`src/rtl/booth_pkg.sv`:
```
// Shared encodings for the sequential radix-2 Booth multiplier: controller
// states and the per-step add/subtract decision.
package booth_pkg;

  typedef enum logic [1:0] {
    ST_IDLE = 2'd0,
    ST_RUN  = 2'd1,
    ST_DONE = 2'd2
  } state_t;

  typedef enum logic [1:0] {
    OP_NOP = 2'd0,
    OP_ADD = 2'd1,
    OP_SUB = 2'd2
  } booth_op_t;

  // Radix-2 Booth recoding of the pair {q[0], q_m1}.
  function automatic booth_op_t boothOp(input logic q0, input logic qm1);
    case ({q0, qm1})
      2'b01:   boothOp = OP_ADD;
      2'b10:   boothOp = OP_SUB;
      default: boothOp = OP_NOP;
    endcase
  endfunction

endpackage

```
`src/rtl/booth_step.sv`:
```
// One Booth iteration: conditional add/sub of the multiplicand into the
// accumulator, followed by the arithmetic right shift of {acc, q, q_m1}.
module booth_step
  import booth_pkg::*;
#(
  parameter int WIDTH = 4
) (
  input  logic [WIDTH:0] acc_i,
  input  logic [WIDTH:0] m_i,
  input  logic           q0_i,
  input  logic           qm1_i,
  output logic [WIDTH:0] acc_o,
  output logic           qMsb_o
);

  logic [WIDTH:0] sum;

  // The bit shifted out of the accumulator LSB becomes the new MSB of q.
  always_comb begin
    sum = acc_i;
    case (boothOp(q0_i, qm1_i))
      OP_ADD:  sum = acc_i + m_i;
      OP_SUB:  sum = acc_i - m_i;
      default: sum = acc_i;
    endcase
    acc_o  = {sum[WIDTH], sum[WIDTH:1]};
    qMsb_o = sum[0];
  end

endmodule

```
`src/rtl/booth_seq_mult_ctrl.sv`:
```
// Iterative signed multiplier: one shared Booth step reused WIDTH times,
// fronted by a start/busy/done handshake with a held product register.
module booth_seq_mult_ctrl
  import booth_pkg::*;
#(
  parameter int WIDTH = 4
) (
  input  logic                 clk,
  input  logic                 rst,
  input  logic                 start,
  input  logic [WIDTH-1:0]     a,
  input  logic [WIDTH-1:0]     b,
  output logic                 busy,
  output logic                 done,
  output logic [2*WIDTH-1:0]   product
);

  localparam int CNT_W = $clog2(WIDTH + 1);

  state_t               state_q;
  logic [WIDTH:0]       m_q;
  logic [WIDTH:0]       acc_q;
  logic [WIDTH-1:0]     q_q;
  logic                 qm1_q;
  logic [CNT_W-1:0]     cnt_q;
  logic [2*WIDTH-1:0]   product_q;
  logic                 busy_q;
  logic                 done_q;

  logic [WIDTH:0]       acc_d;
  logic                 qMsb_d;

  booth_step #(.WIDTH(WIDTH)) u_step (
    .acc_i  (acc_q),
    .m_i    (m_q),
    .q0_i   (q_q[0]),
    .qm1_i  (qm1_q),
    .acc_o  (acc_d),
    .qMsb_o (qMsb_d)
  );

  // acc is one bit wider than the operands so that subtracting the most
  // negative multiplicand cannot overflow; only its low WIDTH bits are kept.
  always_ff @(posedge clk or posedge rst) begin
    if (rst) begin
      state_q   <= ST_IDLE;
      m_q       <= '0;
      acc_q     <= '0;
      q_q       <= '0;
      qm1_q     <= 1'b0;
      cnt_q     <= '0;
      product_q <= '0;
      busy_q    <= 1'b0;
      done_q    <= 1'b0;
    end else begin
      case (state_q)
        ST_IDLE: begin
          done_q <= 1'b0;
          if (start) begin
            m_q     <= {a[WIDTH-1], a};
            acc_q   <= '0;
            q_q     <= b;
            qm1_q   <= 1'b0;
            cnt_q   <= CNT_W'(WIDTH);
            busy_q  <= 1'b1;
            state_q <= ST_RUN;
          end
        end
        ST_RUN: begin
          acc_q <= acc_d;
          q_q   <= {qMsb_d, q_q[WIDTH-1:1]};
          qm1_q <= q_q[0];
          cnt_q <= cnt_q - CNT_W'(1);
          if (cnt_q == CNT_W'(1)) begin
            product_q <= {acc_d[WIDTH-1:0], qMsb_d, q_q[WIDTH-1:1]};
            done_q    <= 1'b1;
            state_q   <= ST_DONE;
          end
        end
        ST_DONE: begin
          done_q  <= 1'b0;
          busy_q  <= 1'b0;
          state_q <= ST_IDLE;
        end
        default: begin
          done_q  <= 1'b0;
          busy_q  <= 1'b0;
          state_q <= ST_IDLE;
        end
      endcase
    end
  end

  assign busy    = busy_q;
  assign done    = done_q;
  assign product = product_q;

endmodule

```
`config.mk`:
```
export PLATFORM = sky130hd
export DESIGN_NAME = booth_seq_mult_ctrl
export DESIGN_NICKNAME = d
export VERILOG_FILES = /design/src/rtl/booth_pkg.sv /design/src/rtl/booth_step.sv /design/src/rtl/booth_seq_mult_ctrl.sv
export SDC_FILE = /design/constraint.sdc
export NUM_CORES = 1
export LEC_CHECK = 0
export BUFFER_PORTS_ARGS = -buffer_cell sky130_fd_sc_hd__buf_2
export CORE_UTILIZATION = 31
export DETAILED_ROUTE_END_ITERATION = 16
export PLACE_DENSITY = 0.54
export SYNTH_ARGS = -nofsm -noshare
export SYNTH_HDL_FRONTEND = slang
export SYNTH_SLANG_ARGS = --single-unit
```
`constraint.sdc`:
```
create_clock -name clk -period 6.23 [get_ports clk]
set_input_delay 0.3115 -clock clk [delete_from_list [all_inputs] [get_ports clk]]
set_output_delay 0.3115 -clock clk [all_outputs]
set_load 0.05 [all_outputs]
```
### Word-level counts from Yosys, hierarchy flattened

Cells that the tools add are included.

| operators by class | value |
|---|---|
| bitwise gates (word level) | 1 |
| add/sub/neg operators | 3 |
| multiplexer cells | 17 |
| reductions and logical operators | 7 |
| $mul | 0 |
| equality and inequality tests | 8 |
| divide/modulo/power cells | 0 |
| shift-type cells | 0 |
| magnitude comparators | 0 |

Operator list:

| operator | number |
|---|---|
| $pmux 5 s2 | 2 |
| $reduce_and 2->1 | 5 |
| $pmux 2 s2 | 2 |
| $pmux 4 s2 | 1 |
| $eq 2x1->1 const B | 3 |
| $pmux 3 s2 | 1 |
| $add 5x5->5 | 1 |
| $mux 5 | 1 |
| $sub 5x5->5 | 1 |
| $eq 2x2->1 const B | 2 |
| $mux 1 | 4 |
| $mux 2 | 2 |
| $mux 4 | 1 |
| $ne 2x2->1 const B | 2 |
| $pmux 1 s2 | 2 |
| $eq 3x1->1 const B | 1 |
| $mux 3 | 1 |
| $sub 3x1->3 const B | 1 |
| $logic_not 2->1 | 1 |
| $reduce_bool 2->1 | 1 |
| $not 1->1 | 1 |

| word-level totals | value |
|---|---|
| memories kept | 0 |
| bits in latches | 0 |
| ROM bits | 0 |
| input port bits | 11 |
| logic and storage cells | 45 |
| output and inout bits | 10 |
| memory bits (writable) | 0 |
| register bits | 29 |

### Longest topological paths before layout

| logic depth | value |
|---|---|
| depth after elaboration | 5 |
| gate-level depth with buffers | 10 |
| gate-level depth less buffers | 10 |

### Modules after synthesis

From an unflattened synthesis, not the netlist that was laid out.

| second synthesis, totals | value |
|---|---|
| cells, all modules | 135 |
| area total of the unflattened synthesis | 1510.2 sq um |

By module, submodules not included:

| module | cells each | area an instance (sq um) | instances |
|---|---|---|---|
| booth_seq_mult_ctrl | 91 | 1189.9 | 1 |
| booth_step | 44 | 320.3 | 1 |

### Worst setup path before layout

Ideal clock, no wire load.

| path | value |
|---|---|
| path kind | reg-to-reg |
| from | register qm1_q |
| to | register acc_q[3] |
| stages on the path, launching flop included | 10 |
| period minus slack after synthesis | 2.320 ns |
| path slack | 3.910 ns |
| required time | 6.161 ns |
| data arrival time | 2.251 ns |
| path through | dfrtp_1 > inv_1 > ha_1 > mux2_2 > fa_1 > nand2b_1 > a21oi_2 > xnor2_1 > or4_1 > nand3_1 |

| on the way | value |
|---|---|
| word-level cells in the longest chain between the ends | 5 |
| elaborated cells on any way between the ends | 7 |
| classes of those cells | eq/ne (4); mux (3) |

RTL lines:

| element | RTL line | text |
|---|---|---|
| from (decl) | booth_seq_mult_ctrl.sv:24 | `logic qm1_q;` |
| from (signal assigned) | booth_seq_mult_ctrl.sv:72 | `qm1_q <= q_q[0];` |
| $eq 2x2->1 / $eq 2x1->1 (equally long branches) | booth_pkg.sv:19 | `case ({q0, qm1})` |
| $pmux 2 s2 (*) | booth_pkg.sv:19 |  |
| $eq 2x2->1 / $eq 2x1->1 (equally long branches) | booth_step.sv:21 | `case (boothOp(q0_i, qm1_i))` |
| $pmux 5 s2 (*) | booth_step.sv:21 |  |
| $pmux 5 s2 (*) | booth_seq_mult_ctrl.sv:56 | `case (state_q)` |
| to (signal assigned) | booth_seq_mult_ctrl.sv:48 | `acc_q <= '0;` |
| to (signal assigned) | booth_seq_mult_ctrl.sv:61 | `acc_q <= '0;` |
| to (signal assigned) | booth_seq_mult_ctrl.sv:70 | `acc_q <= acc_d;` |
| to (decl) | booth_seq_mult_ctrl.sv:22 | `logic [WIDTH:0] acc_q;` |

Every way passes the cells marked *; elsewhere a longest branch is shown, timed or not.
A chain may end at the register's enable or synchronous reset.

### Worst setup path in the final report

Same ends and word-level chain as after synthesis.

==> results.md <==
* Outcome: complete, no violations
* H-Tree Depth at 1
* CTS max path bufs at 2
* Fmax achieved at 407.6 MHz
* Mux contribution to synthesized area at 0.02218
* Tightest Pin Transition at 1078 ps
* Compound-gate portion of the synthesized area at 0.1399
* M1 GR Usage at 0.1584
* Seq/Total Area, Yosys at 0.4778
* Share of cells above drive strength 1 at 0.1722
* Total CTS buffers at 3
* Syn Area/Cell at 9.223 um2
* Multi-input logic area at 700.7 um2
* Clk_skew at 5.165 ps
* Routability Congestion at 0.7461
* FP Rows at 24
* Synthesized net count at 179
* Clk pin slew, worst setup/hold paths at 100 ps
* Clock root buffer: clkbuf_8
* Gate count of the mapped netlist at 159
* Hold Crit Class: primary input to register
* Clk_lat worst skew at 280 ps
* Synthesis warning total at 0
* Final ANT Viol Nets at 0
* IO buf count at 20
* Distinct cells, synth at 34
* RSZ-0062 raised after global routing: false
* Max Cap Violations at 0
* Global-route wire length before repair at 4.836 mm
* Core footprint at 4444 um2
* GR Util met2 at 0.2030
* Drt drc at 0
* Hold slack at 218.1 ps
* Die Height at 70.78 um
* Post-Synth Simple-Gate Area at 0.2099
* Largest family of logic cells by synthesized area: simple AND/OR/NAND/NOR gates
* Crit path capture type: register
* Clk sinks at 28
* Min-delay src: a[3]
* Placed Area at 1615 um2
* Final setup vio count at 0
* Starting Density at 0.3300
* Startpoint types: register
* Layout area overhead at 15.02%
* Min cycle time layout at 2453 ps
* RR Startpoint: qm1_q$_DFFE_PP0P_
* Largest net degree at the start of global routing at 29
* Crit path kind: register to register
* Post-Synth XOR/XNOR Area at 0.02389
* Hold EP: m_q[3]$_DFFE_PP0P_
* Die area at 5009 um2
* Wire per inst at 12.25 um
* Initial antenna violation count at 0
* # resized after CTS at 0
* Post-Syn Area at 1466 um2
* Setup TNS at 0 ps
* Cts hold-fix bufs at 0
* R2R depth at 9
* Drt initial violations at 49
* Grt peak-use layer: met2
* NumNets Final at 201
* 1st-pass router iterations at 6
* Vias at 1131
* Post-route cell area at 1687 um2
* Synth Area in Adders at 0.08191
* Final Hold Vio Count at 0
* Gr usage total at 0.1233
* DRT Wirelength at 2.841 mm
* Slew margin rel. at 0.2805
* Fillers at 479
* Drt via density at 4.875
* GRT met3 Usage at 0.01994
* Seq cells post-synth at 28
* CP Max Fanout at 5
* Vias in the first global route at 1074
* Setup repair bufs after CTS at 0
* Grt total ovfl at 0
* Hold Path Depth at 3
* CP required at 6460 ps
* R2r endpoint: acc_q[3]$_DFFE_PP0P_
* Reg area at 700.7 um2
* FF-to-FF setup slack at 3780 ps
* Final Cycle Share at 0.3938
* Arr. time, crit path at 2680 ps
* Ports at 21
* Final Core Density at 0.3795
* Count of pins over their slew limit at 0
* Die W at 70.78 um
* DPL Wire Length at 2.197 mm
* Number of diodes at 0
* TritonCTS clock tree: yes
## state kept, by name, indices dropped and copies added (netlist names)
register,count
done,1
state_q,2
busy,1
product,8
m_q,4
q_q,4
acc_q,4
cnt_q,3
qm1_q,1
## critical path, stage by stage (launching register included)
cell	delay, ps
dfrtp_1	390
inv_1	60
ha_1	220
mux2_2	380
fa_1	420
nand2b_1	180
a21oi_2	130
xnor2_1	120
or4_1	410
nand3_1	90
## metrics by stage
stage	setup WS (ps)	cells
after floorplan	3910	159
after global placement	3834	228
after detailed placement	3809	228
after CTS	3776	232
after global routing	3628	232
final	3777	232
## kinds of logic after synthesis
family	Yosys count
xor gates and xnor gates	4
and+or+nand+nor	64
muxes	3
DFF	28
AOI/OAI and AO/OA	35
adders and majority gates	9
buffers and inverters	16
## final cells by class
| cell class | count | area share |
|---|---|---|
| sequential | 28 | 0.4154 |
| clock inverter | 1 | 0.01780 |
| tap | 52 | 0.03858 |
| multi-input combinational | 115 | 0.4154 |
| timing repair buffer | 20 | 0.05935 |
| inverter | 13 | 0.02893 |
| clock buffer | 3 | 0.02448 |
## layout by cell type (no fill, tap or decap), drive strengths merged
cell    instances
a21oi           8
a22o            1
a22oi           2
a31oi           2
and2            2
and3            1
and3b           1
buf            20
bufinv          1
clkbuf          3
dfrtp          28
fa              1
ha              8
inv            13
mux2            2
mux2i           1
nand2          30
nand2b          3
nand3           2
nor2           12
nor2b           7
nor3            2
nor3b           1
o211ai          1
o21a            1
o21ai          19
o21bai          1
or2b            1
or3             1
or4             1
xnor2           3
xor2            1
## metal layers
metal	wire [um]	up-vias
li1	-	570
met1	1364	533
met2	1316	23
met3	104	5
met4	56	0
met5	0	-
## cells in the mapped netlist
cell type / number / area (um2)
nand2_1: 30 / 112.6
dfrtp_1: 28 / 700.7
o21ai_0: 19 / 95.09
inv_1: 13 / 48.80
nor2_1: 12 / 45.04
ha_1: 8 / 100.1
a21oi_1: 6 / 30.03
nor2b_1: 6 / 37.54
nand2b_1: 3 / 18.77
xnor2_1: 3 / 26.28
a21oi_2: 2 / 17.52
a22oi_1: 2 / 15.01
a31oi_1: 2 / 12.51
and2_1: 2 / 12.51
mux2_2: 2 / 22.52
nand3_1: 2 / 10.01
nor3_1: 2 / 10.01
a22o_1: 1 / 8.760
and3_1: 1 / 6.260
and3b_1: 1 / 8.760
buf_2: 1 / 5.000
buf_4: 1 / 7.510
clkbuf_1: 1 / 3.750
fa_1: 1 / 20.02
mux2i_1: 1 / 10.01
nor2b_4: 1 / 13.76
nor3b_1: 1 / 7.510
o211ai_1: 1 / 7.510
o21a_1: 1 / 7.510
o21bai_2: 1 / 11.26
or2b_4: 1 / 11.26
or3_1: 1 / 6.260
or4_1: 1 / 7.510
xor2_1: 1 / 8.760
## worst max path at each step
stage                           endpoint              start  depth (start not counted)  slack, ps
floorplan           acc_q[3]$_DFFE_PP0P_  qm1_q$_DFFE_PP0P_                          9       3910
global placement    acc_q[3]$_DFFE_PP0P_  qm1_q$_DFFE_PP0P_                          9       3830
detailed placement  acc_q[3]$_DFFE_PP0P_  qm1_q$_DFFE_PP0P_                          9       3810
CTS                 acc_q[3]$_DFFE_PP0P_  qm1_q$_DFFE_PP0P_                          9       3780
global route        acc_q[3]$_DFFE_PP0P_  qm1_q$_DFFE_PP0P_                          9       3630
finish              acc_q[3]$_DFFE_PP0P_  qm1_q$_DFFE_PP0P_                          9       3780
Power is not shown: default switching activity piles up to over one toggle a cycle in this logic, so the estimate is an artifact.
